<file path="src/rtl/sha3_pkg.sv">
// Shared types and helpers for the SHA3 digest collection path.
package sha3_pkg;

  localparam int SHA3_STATE_BITS = 1600;

  typedef enum logic [1:0] {SHA3_224, SHA3_256, SHA3_384, SHA3_512} sha3_mode_t;

  typedef enum logic [1:0] {IDLE, COLLECT, DRAIN, HOLD} coll_state_t;

  // Number of stream words that make up the digest of a given mode.
  function automatic logic [5:0] mode_words(sha3_mode_t mode, int width);
    int bits;
    case (mode)
      SHA3_224: bits = 224;
      SHA3_256: bits = 256;
      SHA3_384: bits = 384;
      default:  bits = 512;
    endcase
    return 6'(bits / width);
  endfunction

endpackage

</file>
<file path="src/rtl/sha3_digest_collector.sv">
// Assembles the SHA3 core output word stream into one MSB-first digest
// register and hands it to the host with a valid/ready handshake.
// The core cannot be stalled, so every word is either captured, drained or
// dropped (overrun while the previous digest is still unclaimed).
// Optional macro SHA3_COLLECT_STATUS_EN adds sticky err_short/err_overrun.
module sha3_digest_collector
  import sha3_pkg::*;
#(
  parameter int WIDTH      = 16,
  parameter int SKIP_WORDS = 0,
  parameter int DIG_W      = 512
) (
  input  logic             ACLK,
  input  logic             ARESETn,
  input  logic [1:0]       id,
  input  logic [WIDTH-1:0] s_data,
  input  logic             s_valid,
  input  logic             s_last,
  output logic [DIG_W-1:0] digest,
  output logic [5:0]       digest_words,
  output logic             digest_valid,
  input  logic             digest_ready,
  output logic             busy
`ifdef SHA3_COLLECT_STATUS_EN
  ,
  output logic             err_short,
  output logic             err_overrun
`endif
);

  coll_state_t      state, state_n;
  logic [5:0]       widx, widx_n;
  logic [5:0]       nwords, nwords_n;
  logic [DIG_W-1:0] dig, dig_n, dig_base;
  logic [DIG_W-1:0] word_msb;
  logic [5:0]       idx, n_cur;
  logic             start, proc, hs, short_set, ovr_set;
  int               pos, last_pos;

  // Word counter stops at 63 so very long bursts never wrap back into the window.
  function automatic logic [5:0] sat_inc(logic [5:0] v);
    return (v == 6'd63) ? v : v + 6'd1;
  endfunction

  assign word_msb     = {s_data, {(DIG_W-WIDTH){1'b0}}};
  assign digest       = dig;
  assign digest_words = nwords;
  assign digest_valid = (state == HOLD);
  assign busy         = (state == COLLECT) || (state == DRAIN);

  // Next-state and datapath: a new burst (from IDLE or a completing HOLD
  // handshake) restarts from a clean digest and the freshly sampled mode.
  always_comb begin
    state_n   = state;
    widx_n    = widx;
    nwords_n  = nwords;
    dig_n     = dig;
    start     = 1'b0;
    proc      = 1'b0;
    hs        = 1'b0;
    short_set = 1'b0;
    ovr_set   = 1'b0;
    case (state)
      IDLE:    start = s_valid;
      COLLECT: proc  = s_valid;
      DRAIN: begin
        if (s_valid) begin
          widx_n = sat_inc(widx);
          if (s_last) state_n = HOLD;
        end
      end
      HOLD: begin
        if (digest_ready) begin
          hs      = 1'b1;
          state_n = IDLE;
          start   = s_valid;
        end else if (s_valid) begin
          ovr_set = 1'b1;
        end
      end
      default: state_n = IDLE;
    endcase

    idx      = start ? 6'd0 : widx;
    n_cur    = start ? mode_words(sha3_mode_t'(id), WIDTH) : nwords;
    dig_base = start ? '0 : dig;
    pos      = int'(idx) - SKIP_WORDS;
    last_pos = int'(n_cur) - 1;
    if (start) nwords_n = n_cur;

    if (start || proc) begin
      dig_n  = dig_base;
      if (pos >= 0 && pos <= last_pos) dig_n = dig_base | (word_msb >> (WIDTH * pos));
      widx_n = sat_inc(idx);
      if (pos == last_pos) begin
        state_n = s_last ? HOLD : DRAIN;
      end else if (s_last) begin
        state_n   = HOLD;
        short_set = 1'b1;
      end else begin
        state_n = COLLECT;
      end
    end
  end

  // State, counters and digest register.
  always_ff @(posedge ACLK or negedge ARESETn) begin
    if (!ARESETn) begin
      state  <= IDLE;
      widx   <= '0;
      nwords <= '0;
      dig    <= '0;
    end else begin
      state  <= state_n;
      widx   <= widx_n;
      nwords <= nwords_n;
      dig    <= dig_n;
    end
  end

`ifdef SHA3_COLLECT_STATUS_EN
  // Sticky status: a completed handshake clears, a same-cycle set wins.
  always_ff @(posedge ACLK or negedge ARESETn) begin
    if (!ARESETn) begin
      err_short   <= 1'b0;
      err_overrun <= 1'b0;
    end else begin
      if (short_set)   err_short   <= 1'b1;
      else if (hs)     err_short   <= 1'b0;
      if (ovr_set)     err_overrun <= 1'b1;
      else if (hs)     err_overrun <= 1'b0;
    end
  end
`else
  logic unused_status;
  assign unused_status = short_set ^ ovr_set ^ hs;
`endif

endmodule

</file>
<file path="config.mk">
export PLATFORM = sky130hd
export DESIGN_NAME = sha3_digest_collector
export DESIGN_NICKNAME = d
export VERILOG_FILES = /design/src/rtl/sha3_pkg.sv /design/src/rtl/sha3_digest_collector.sv
export SDC_FILE = /design/constraint.sdc
export NUM_CORES = 1
export LEC_CHECK = 0
export ABC_CLOCK_PERIOD_IN_PS = 4400
export CORE_ASPECT_RATIO = 1.5
export CORE_MARGIN = 3
export CORE_UTILIZATION = 25
export CTS_CLUSTER_DIAMETER = 40
export DETAILED_ROUTE_END_ITERATION = 12
export HOLD_SLACK_MARGIN = 0.1
export PLACE_DENSITY = 0.53
export SLEW_MARGIN = 20
export SYNTH_ARGS = -nofsm -noshare
export SYNTH_HDL_FRONTEND = slang
export SYNTH_SLANG_ARGS = --single-unit
</file>
<file path="constraint.sdc">
create_clock -name ACLK -period 4.4 [get_ports ACLK]
set_clock_uncertainty 0.15 [all_clocks]
set_input_delay 0.66 -clock ACLK [delete_from_list [all_inputs] [get_ports ACLK]]
set_output_delay 0.66 -clock ACLK [all_outputs]
set_load 0.01 [all_outputs]
</file>
==> metrics, run 1 <==
maximum fanout encountered on the critical timing path=16; clock transition at the registers of the reported paths=approximately 0.06 ns; worst-case headroom to the max-slew limit=0.275; setup repair after global routing missed its margin=false; area of placed instances=between 0.02 and 0.03 mm2; transition time at the pin with the least slew margin=between 1 and 1.5 ns; Placer Congestion=just over 0.8; Static Leak=between 10 and 15 nW; detailed-router iteration count before antenna repair=5; kind of path behind the tightest hold check=flop to flop; slowest cell on the critical path=o31a_2; Netlist cell types=53; share of layout cells above drive strength 1=0.104; routed length per placed instance=between 20 and 25 um; M2 GR Usage=0.333; antenna violations before repair=2; wire length of the first global-routing pass=between 100 and 150 mm; DR vias=approximately 17000; wirelength, routed=roughly 84 mm; post-synth design cell area=between 0.02 and 0.025 mm2; post-layout net count=around 2400; top cells by count, synth=dfrtp_1 (526), nand2_1 (459), o21ai_0 (310), clkbuf_1 (124), a22o_1 (109); all-layer global routing usage=0.197; fmax=~0.24 GHz; H-Tree Depth=3; Final Slew Violations=0; post-route DRC violation count=0; Final Hold Violating Endpoints=0; Primary FF master, synth=dfrtp_1; number of instances in the synthesized netlist=roughly 1900; WP buf/inv=5; worst skew pair latency=about 0.60 ns; async set-or-reset flop fraction in the synthesized netlist=1.00; total I/O pin count=between 500 and 600; data required time of the worst path=4.77 ns; total power per unit cell area=roughly 580 mW/mm2; time the worst path needs with I/O delays and setup=4.21 ns; CP Cell Sequence=inv_2 > ha_4 > or3b_4 > and2_1 > inv_1 > ha_2 > buf_4 > nor3b_4 > a21oi_2 > xor2_1 > ha_1 > a21oi_1 > nor2b_1 > o31a_2 > buf_4 > nor4_4 > buf_12 > a22o_1; clock root buffer=clkbuf_16; number of synthesized flops with an enable pin=0; CP max stage delay=about 0.46 ns; GRT Max-Usage Layer=met2; Final Cycle Share=0.957; Avg Cell Area, Syn=around 11 um2; startpoint types=flop; die area=around 0.084 mm2; maximum number of pins on one net before global-route repair=154; initial core utilization=0.254; post-synthesis cell type with the largest combined area=dfrtp_1; Yosys warning count=0; Horiz. Die Dim=roughly 240 um; global routing usage on met3=0.0682; total of max-cap violations=0; sum of net half-perimeters after detailed placement=56.9 mm; register area share after synthesis=0.655; result of the run=finished, final reports clean; via density per instance=about 4.9; global-route track usage on met1=0.236; net count after synthesis=~1900; signed area change from the synthesized netlist to the final layout=47.6%; number of buffers on the longest clock path=3; most common cell in the synthesized netlist=dfrtp_1; std cell rows=between 100 and 150; Crit. End Element=flop; critical path class=flop to flop; I/O Buffers=about 540; die height=approximately 350 um; Design Power=around 17 mW; Worst IR Drop VDD=between 400 and 500 uV; gate family responsible for the most delay along the worst path=simple AND/OR/NAND/NOR gates; overall overflow remaining after global route=0; worst endpoint data arrival time=approximately 4.6 ns; CTS Buf Count=74; top post-synthesis cells by area=dfrtp_1 (66%), nand2_1 (8.6%), o21ai_0 (7.7%); share of Yosys cell area claimed by the top area cell type=0.655; Final Instance Area=between 0.02 and 0.03 mm2; number of global-route vias before repair=17600; cell type with the highest occurrence count on the critical path=buf_4; clock tree from TritonCTS=yes; final number of setup-violating endpoints=0; remaining number of nets flagged by the antenna check after routing=0; clock tree sinks=~530; Yosys reg bits=526; First DRT Iteration DRCs=~1000; area of the core region=~0.079 mm2
## power breakdown
group	switching (mW)	internal (mW)
Clock	2.36	3.62
Combinational	3.11	2.10
Sequential	0.476	5.43
## cells by family (layout without fill, tap and decap cells)
| logic type | after synthesis | in the layout | synth area share |
|---|---|---|---|
| AOI/OAI and AO/OA | 552 | 552 | 0.176 |
| xor gates and xnor gates | 6 | 6 | 0.00262 |
| adders and majority gates | 16 | 16 | 0.00996 |
| buffers and inverters | 169 | 765 | 0.0327 |
| DFF | 526 | 526 | 0.655 |
| muxes | 2 | 2 | 0.00168 |
| other | 0 | 1 | 0 |
| and+or+nand+nor | 579 | 579 | 0.122 |
## state kept, by name, summed over array words and instances (netlist names)
signal / flops
digest: 512
digest_words: 6
widx: 6
state: 2
## through the flow
step | setup TNS (ns) | hold slack (ns) | util | setup slack (ns) | std cells
floorplan | 0 | 0.214 | - | 0.0391 | 1850
global placement | -162.22 | 0.314 | 0.343 | -0.472 | 3335
detailed placement | -140.73 | 0.320 | 0.343 | -0.420 | 3335
CTS | 0 | 0.326 | 0.374 | 0.0618 | 3469
global route | 0 | 0.348 | 0.375 | 0.00403 | 3470
finish | 0 | 0.327 | 0.375 | 0.188 | 3471
## layer usage
layer | part of all wire | up-vias
li1 | - | 7496
met1 | 0.39 | 8578
met2 | 0.49 | 728
met3 | 0.093 | 124
met4 | 0.027 | 0
met5 | 0 | -
## layout by cell type (no fill, tap or decap), types with 7 or more instances in the layout
master,synthesis,final
a31oi_1,10,10
buf_4,0,53
nand2_1,459,459
inv_6,0,14
and2_1,11,11
nor2_1,35,32
clkbuf_1,124,10
clkbuf_16,0,74
and3_1,7,7
ha_1,16,13
clkdlybuf4s50_1,0,527
o21ai_1,30,30
nor3_1,7,7
buf_2,18,14
nand3_1,20,17
clkinv_4,0,7
inv_1,9,7
a41oi_1,7,7
buf_12,0,26
dfrtp_1,526,526
o21ai_0,310,310
a22o_1,109,109
a32o_1,48,48
a21oi_1,9,8
## what timing repair did
action / CTS / global route
buffers inserted: 0 / 1
endpoints found under the hold margin: 24 / 0
hold buffers: 1 / 0
gates resized for setup: 0 / 2
endpoints found under the setup margin: 0 / 349
## path summary, 6_finish.rpt
| path | start | slack [ns] | to | cells past startpoint |
|---|---|---|---|---|
| max in group asynchronous | ARESETn | 2.48 | digest[114] | 3 |
| worst min-delay path | digest[398] | 0.33 | digest[398] | 2 |
| worst min register to register | digest[398] | 0.33 | digest[398] | 2 |
| worst max register to register | state[1] | 0.19 | digest[8] | 18 |
| min in group asynchronous | ARESETn | 0.35 | digest[34] | 2 |
| worst max-delay path | state[1] | 0.19 | digest[8] | 18 |
## final cells by class
cell class / count / area (um2)
Multi-Input combinational cell: 1155 / 6400
Clock inverter: 43 / 504
Timing Repair Buffer: 623 / 6300
Antenna cell: 1 / 2.50
Clock buffer: 90 / 1970
Tap cell: 1024 / 1280
Inverter: 9 / 33.8
Fill cell: 7833 / 49500
Sequential cell: 526 / 13200
## worst min-delay path, delay by kind of cell (launching register included)
family / cells / cell delay, ns
compound gates: 1 / 0.06
simple gates: 1 / 0.04
flops: 1 / 0.34
(Power assumes the default switching activity.)
==> inputs of run 2 (changes only) <==
SLEW_MARGIN = default   (was 20)
==> run 2 against run 1 <==
  * Non-clock buffer count stayed put
  * Clock power is essentially flat
  * Highest routed layer unchanged
  * Clock-buffer cell count stayed put
  * Register-to-register slack about the same
==> metrics, run 2 (same netlist as run 1, synthesis figures left out) <==
TNS Setup=0 ns; via density per instance=a little under 5; commonest cells after routing, fill and taps aside=clkdlybuf4s50_1 (527), dfrtp_1 (526), nand2_1 (459); overall overflow remaining after global route=0; H-Tree Depth=3; total I/O pin count=~540; clock transition at the registers of the reported paths=~0.060 ns; Static Leak=12.8 nW; clock tree sinks=526; setup repair after global routing missed its margin=false; maximum fanout encountered on the critical timing path=14; Final Slew Violations=0; Final Instance Area=0.0297 mm2; total of max-cap violations=0; post-route DRC violation count=0; critical path class=flop to flop; clock root buffer=clkbuf_16; die height=around 350 um; most frequent standard cell in the layout excluding fill and tap cells=clkdlybuf4s50_1; signed area change from the synthesized netlist to the final layout=47.6%; Crit. End Element=flop; placed insts=3335; final-layout fill cell count=approximately 7800; worst-case headroom to the max-slew limit=0.194; std cell rows=~130; share of layout cells above drive strength 1=0.104; sum of net half-perimeters after detailed placement=56.9 mm; Final Cycle Share=0.957; number of global-route vias before repair=around 18000; initial core utilization=0.254; number of flip-flops in the largest register=approximately 500; routed length per placed instance=between 20 and 25 um; maximum number of pins on one net before global-route repair=between 150 and 200; Final Hold Violating Endpoints=0; wire length of the first global-routing pass=around 120 mm; number of cells on the worst reg-to-reg path=18; cell depth of the worst hold path=2; die area=between 0.08 and 0.09 mm2; detailed-router iteration count before antenna repair=4; I/O Buffers=about 540; area of placed instances=0.0271 mm2; all-layer global routing usage=0.197; area of the core region=approximately 0.079 mm2; worst skew pair latency=0.60 ns; remaining number of nets flagged by the antenna check after routing=0; data required time of the worst path=between 4 and 5 ns; worst endpoint data arrival time=about 4.6 ns; transition time at the pin with the least slew margin=1.21 ns; Horiz. Die Dim=~240 um; kind of path behind the tightest hold check=flop to flop; final standard cell count with taps included and fillers excluded=3473; antenna violations before repair=2; DR vias=~17000; clock tree from TritonCTS=yes; total power per unit cell area=just under 600 mW/mm2; Worst IR Drop VDD=446 uV; number of buffers on the longest clock path=3; CTS Buf Count=74; Placer Congestion=~0.82; time the worst path needs with I/O delays and setup=between 4 and 5 ns; First DRT Iteration DRCs=990; fmax=~0.24 GHz; wirelength, routed=84.2 mm; startpoint types=flop; post-layout net count=approximately 2400; result of the run=finished, final reports clean; final number of setup-violating endpoints=0; share of the core filled with cells=0.375
run 2: changes by cell type in the layout (fill, tap and decap cells not counted), sizes merged:
cell,before,now
diode,1,3
run 2: worst max-delay path: stages, from the launching register on:
cell and delay [ns]:
dfrtp_1 0.41, inv_2 0.11, ha_4 0.21, or3b_4 0.40
and2_1 0.18, inv_1 0.08, ha_2 0.18, buf_4 0.10
nor3b_4 0.20, a21oi_2 0.08, xor2_1 0.14, ha_1 0.30
a21oi_1 0.13, nor2b_1 0.09, o31a_2 0.46, buf_4 0.19
nor4_4 0.39, buf_12 0.19, a22o_1 0.14
run 2: per-layer routing:
| layer | track usage | up-vias | share of wire |
|---|---|---|---|
| met1 | 0.236 | 8630 | 0.40 |
| met3 | 0.0682 | 119 | 0.089 |
| met4 | 0.0603 | 0 | 0.028 |
| met5 | 0 | - | 0 |
| li1 | - | 7499 | - |
| met2 | 0.333 | 677 | 0.48 |
run 2: path summary, 6_finish.rpt:
path	startpoint	to	slack, ns
min reg2reg	digest[398]	digest[398]	0.33
min in group asynchronous	ARESETn	digest[34]	0.35
min	digest[398]	digest[398]	0.33
max in group asynchronous	ARESETn	digest[114]	2.47
max reg2reg	state[1]	digest[107]	0.19
max	state[1]	digest[107]	0.19
run 2: where the power goes:
| part | internal (mW) | switching, mW | total, mW |
|---|---|---|---|
| Sequential | 5.43 | 0.473 | 5.91 |
| Combinational | 2.10 | 3.12 | 5.21 |
| Clock | 3.62 | 2.36 | 5.98 |
run 2: cell type report:
type	count	area (um2)	area share
antenna	3	7.51	0.000253
clock inverter	43	504	0.0170
tap	1024	1280	0.0432
multi-input combinational	1155	6390	0.216
timing repair buffer	623	6300	0.212
inverter	9	33.8	0.00114
clock buffer	90	1970	0.0665
sequential	526	13200	0.444
run 2: metrics by stage:
stage | hold WS, ns | power (mW) | setup WS, ns
2_1_floorplan | 0.214 | 8.39 | 0.0391
3_3_place_gp | 0.314 | 11.1 | -0.472
3_5_place_dp | 0.320 | 11.1 | -0.420
4_1_cts | 0.326 | 17.2 | 0.0618
5_1_grt | 0.348 | 18.0 | 0.00403
6_report | 0.327 | 17.1 | 0.191
run 2: timing repair:
item                       in CTS  in global routing
buffers inserted                0                  1
gates resized for setup         0                  2
setup endpoints to repair       0                351
hold endpoints to repair       24                  0
hold buffers                    1                  0
==> inputs of run 3 (changes only) <==
ABC_CLOCK_PERIOD_IN_PS = default   (was 4400)
CORE_ASPECT_RATIO = default   (was 1.5)
==> run 3 against run 2 <==
  * Cell count rose by 1.6%
  * First-iteration DRC count rose by 31%
  * Cell area rose by 3.1%
  * Clock power rose by 26%
  * Die area barely moved
  * Critical path type unchanged
==> metrics, run 3 (same netlist as run 1, synthesis figures left out) <==
I/O Buffers=about 540; via density per instance=4.84; CP max stage delay=0.64 ns; area of the core region=approximately 0.079 mm2; Horiz. Die Dim=289 um; most frequent standard cell in the layout excluding fill and tap cells=clkdlybuf4s50_1; fmax=between 0.2 and 0.25 GHz; total power per unit cell area=between 600 and 700 mW/mm2; RR Startpoint=state[1]; area occupied by registers=0.0132 mm2; number of global-route vias before repair=approximately 17000; critical path class=flop to flop; worst skew pair latency=roughly 0.63 ns; signed area change from the synthesized netlist to the final layout=52.2%; clock tree from TritonCTS=yes; clock tree sinks=approximately 530; transition time at the pin with the least slew margin=around 1.2 ns; post-layout net count=~2400; die area=approximately 0.084 mm2; Crit. End Element=flop; die height=slightly below 300 um; startpoint types=flop; data required time of the worst path=4.77 ns; Final Hold Violating Endpoints=0; number of buffers on the longest clock path=3; worst endpoint data arrival time=between 4 and 5 ns; std cell rows=approximately 100; share of the core filled with cells=0.386; antenna violations before repair=4; gate family responsible for the most delay along the worst path=simple AND/OR/NAND/NOR gates; worst setup path start=state[1]; combined area of the multi-input logic cells=between 0.006 and 0.007 mm2; number of flip-flops in the largest register=a little over 500; H-Tree Depth=3; First DRT Iteration DRCs=approximately 1300; worst-case headroom to the max-slew limit=0.227; commonest cells after routing, fill and taps aside=clkdlybuf4s50_1 (533), dfrtp_1 (526), nand2_1 (459); post-route DRC violation count=0; TNS Setup=0 ns; result of the run=finished, final reports clean; detailed-router iteration count before antenna repair=5; total of max-cap violations=0; wirelength, routed=~84 mm; all-layer global routing usage=0.196; kind of path behind the tightest hold check=flop to flop; initial core utilization=0.253; setup repair after global routing missed its margin=false; final number of setup-violating endpoints=0; slowest cell on the critical path=or4_4; share of layout cells above drive strength 1=0.113; maximum fanout encountered on the critical timing path=14; time the worst path needs with I/O delays and setup=~4.2 ns; final-layout fill cell count=just under 8000; remaining number of nets flagged by the antenna check after routing=0; maximum number of pins on one net before global-route repair=about 220; clock transition at the registers of the reported paths=approximately 0.050 ns; WP buf/inv=2; Final Cycle Share=0.951; wire length of the first global-routing pass=roughly 120 mm; Worst IR Drop VDD=roughly 380 uV; DR vias=around 17000; routed length per placed instance=23.9 um; Static Leak=between 10 and 15 nW; Min-Delay Startpoint=digest[200]; Final Slew Violations=0; clock root buffer=clkbuf_16; sum of net half-perimeters after detailed placement=between 50 and 60 mm; CTS Buf Count=a little under 90; total I/O pin count=~540; overall overflow remaining after global route=0; CP Cell Sequence=inv_2 > ha_4 > or3b_4 > and2_1 > inv_1 > ha_2 > nand2b_1 > nor3_1 > a21oi_2 > xor2_1 > ha_1 > a21oi_1 > nor2b_1 > o31a_2 > or4_4 > o21ai_0; Placer Congestion=approximately 0.83
==> run 3: worst min-delay path, delay by kind of cell, from the launching register on <==
kind	cells	cell delay, ns
AO/OA/AOI/OAI	1	0.06
AND/OR/NAND/NOR	1	0.05
flip-flops	1	0.34
==> run 3: final timing paths <==
| kind | endpoint | cells after the start | slack, ns |
|---|---|---|---|
| worst max-delay path | digest[149] | 16 | 0.22 |
| worst min-delay path | digest[200] | 2 | 0.32 |
| worst max register to register | digest[149] | 16 | 0.22 |
| worst min register to register | digest[200] | 2 | 0.32 |
| max in group asynchronous | digest[160] | 3 | 2.42 |
| min in group asynchronous | digest[354] | 2 | 0.57 |
==> run 3: final cells by class <==
type / instances / area share
Tap cell: 1050 / 0.0430
Sequential cell: 526 / 0.431
Multi-Input combinational cell: 1155 / 0.208
Antenna cell: 1 / 0.0000819
Clock buffer: 111 / 0.0804
Timing Repair Buffer: 623 / 0.208
Clock inverter: 53 / 0.0286
Inverter: 9 / 0.00111
==> run 3: power breakdown <==
group | total (mW) | internal, mW | leakage, nW | switching, mW
combinational | 5.30 | 2.09 | 4.28 | 3.21
clock | 7.52 | 4.91 | 1.60 | 2.61
sequential | 5.88 | 5.44 | 7.30 | 0.442
total | 18.7 | 12.4 | 13.2 | 6.27
==> run 3: per-stage QoR <==
stage,power (mW),cell area (um2),instances,hold slack [ns],setup WS [ns]
6_report,18.7,30600,3528,0.324,0.216
4_1_cts,18.9,30600,3527,0.331,0.248
5_1_grt,19.6,30600,3527,0.351,0.0199
3_3_place_gp,11.2,27200,3362,0.313,-0.284
2_1_floorplan,8.39,20200,1850,0.214,0.0391
3_5_place_dp,11.3,27200,3362,0.320,-0.239
==> run 3: timing repair <==
item	in CTS	in global routing
hold buffers	1	0
hold endpoints to repair	98	0
endpoints found under the setup margin	0	1
setup buffers	0	0
gates resized for setup	0	1
==> run 3: layer usage <==
layer  vias up  GRT usage  part of all wire
met5         -          0                 0
met4         0     0.0921             0.045
met3       162     0.0463             0.075
met2       681      0.317              0.48
met1      8689      0.249              0.40
li1       7554          -                 -
==> variant (settings of run 2) <==
The parameter `DIG_W` goes from 512 to 1024.
--- a/src/rtl/sha3_digest_collector.sv
+++ b/src/rtl/sha3_digest_collector.sv
@@ -8,7 +8,7 @@
 #(
   parameter int WIDTH      = 16,
   parameter int SKIP_WORDS = 0,
-  parameter int DIG_W      = 512
+  parameter int DIG_W      = 1024
 ) (
   input  logic             ACLK,
   input  logic             ARESETn,
Interface: changed (resized digest); port bits go from 543 to 1055. The function was not compared with the original's and may differ.
==> variant against run 2 <==
- routed wire length up 130%
- setup slack better by 4.4 ps
- design area up 95%
- sequential cell count up 512
- worst hold slack worse by 2.7 ps
- global-route usage up 3.2 points
- power up 93%
- largest power group is now registers
- die area up 94%
- critical endpoint is now digest[185]
- synthesized area up 96%
- largest cell class unchanged
- via count up 99%
==> variant: results (changes against run 2) <==
[status]
outcome=finished clean

[power_and_ir_drop]
vdd_drop_max_v=0.000700  ; +57%
leakage_uw=0.0248  ; +94%
swShare=0.383  ; +0.0346

[drt]
drt_first_pass_iters=5  ; +1
drt_wl_total_mm=191  ; +130%
viasPerCell=4.88  ; +0.17%
drtIter0Drc=2448  ; +150%
num_vias=33700  ; +99%

[yosys]
synth_top_area_share=0.659  ; +0.00382
synthAdderAreaFrac=0.00508  ; -0.00489
synth_commonest_cells=dfrtp_1 (1,038), nand2_1 (886), o21ai_0 (665), a22o_1 (183), clkbuf_1 (161)
syn_nets=3715  ; +97%
syn_inst=3676  ; +99%
synth_cell_types=69  ; +30%
synth_xor_area_frac=0.000889  ; -0.00173
synth_compound_area_frac=0.171  ; -0.00452
yosysSeqAreaShare=0.659  ; +0.00382
synth_area_leaders=dfrtp_1 (66%), o21ai_0 (8.4%), nand2_1 (8.4%), a22o_1 (4.1%), clkbuf_1 (1.5%)
synthMuxAreaShare=0.000508  ; -0.00117

[clock_tree]
cts_buffer_depth=3  ; unchanged
cts-root-buf=clkbuf_16
worstSkewPairLatency_ps=740  ; +140 ps
cts.htree.levels=3  ; unchanged
cts_buffers=120  ; +62%

[placement]
dp_slack_ps=-190  ; +229 ps
numPortBuffers=1054  ; +94%
dpl.cell_count=6676  ; +100%
dpl_cell_area_um2=53400  ; +97%
dp_hpwl_mm=135  ; +140%
place_congestion=0.891  ; +8.7%

[global_route]
grt.total_usage=0.229  ; +0.0316
grt_pass1_wl_mm=269  ; +120%
grt_pass1_vias=34500  ; +97%
grt_start_max_net_pins=229  ; +49%
antenna_found_initial=15  ; +13

[layout]
nFillCells=15700  ; +100%
nets=4780  ; +97%
largest_reg_flops=1024  ; +100%
drive_gt1_frac=0.101  ; -0.00295

[setup_path]
critPathMaxFanout=64  ; +50
max_stage_delay_ps=520  ; +60 ps
cp.arrival_ps=4670  ; +70 ps
slowest_stage=or3_2

[timing]
slew_headroom=0.235  ; +0.0406

[hold_path]
hold_path.class=input port to flip-flop

variant: worst register-to-register path, stage by stage, from the launching register on:
cell	delay (ps)
dfrtp_1	370
inv_1	90
ha_1	370
nor2b_1	140
buf_4	150
nand2_8	60
and2_1	180
inv_1	80
ha_1	190
a21boi_0	260
xnor2_1	100
ha_1	300
nand3_1	100
buf_4	160
o22a_2	280
or3_2	520
buf_12	180
o21ai_0	410
variant: per-layer routing:
layer,vias up,routed length (um),global-route usage
li1,14800,-,-
met1,17200,73900,0.273
met2,1406,91000,0.377
met3,285,18900,0.0810
met4,2,7230,0.0866
met5,-,17,0
variant: power by group through the flow:
stage               registers, uW  logic, uW  clock network (uW)
floorplan                   11500       4360                   0
global placement            11200      11200                   0
detailed placement          11200      11200                   0
CTS                         11100      11300               11000
global route                11200      11900               11300
finish                      11100      11100               10700
variant: layout make-up:
| class | count | area, um2 | area share |
|---|---|---|---|
| Sequential cell | 1038 | 26000 | 0.450 |
| Timing Repair Buffer | 1258 | 12600 | 0.219 |
| Multi-Input combinational cell | 2306 | 12100 | 0.210 |
| Clock buffer | 150 | 3270 | 0.0566 |
| Tap cell | 2058 | 2570 | 0.0446 |
| Clock inverter | 68 | 1030 | 0.0179 |
| Inverter | 17 | 63.8 | 0.00111 |
| Antenna cell | 6 | 15.0 | 0.000260 |
variant: logic make-up after synthesis:
group                    Yosys count
flip-flops                      1038
multiplexers                       2
AND/OR/NAND/NOR                 1204
buffers and inverters            332
adder cells (fa/ha/maj)           16
AO/OA/AOI/OAI                   1080
XOR/XNOR                           4
variant: path summary, 6_finish.rpt:
| check | cells past startpoint | slack (ps) | start | to |
|---|---|---|---|---|
| hold / removal | 3 | 320 | s_data[10] | digest[442] |
| max in group asynchronous | 3 | 2530 | ARESETn | digest[623] |
| setup / recovery | 17 | 200 | state[0] | digest[185] |
| hold reg to reg | 2 | 330 | digest[432] | digest[432] |
| min in group asynchronous | 2 | 410 | ARESETn | digest[151] |
| setup reg to reg | 17 | 200 | state[0] | digest[185] |
variant: stage by stage:
stage	hold slack (ps)	TNS, ps	util
after CTS	330	0	0.370
after global placement	305	-9830	0.342
after floorplan	214	0	-
after detailed placement	315	-17420	0.342
final	324	0	0.370
after global routing	339	0	0.370
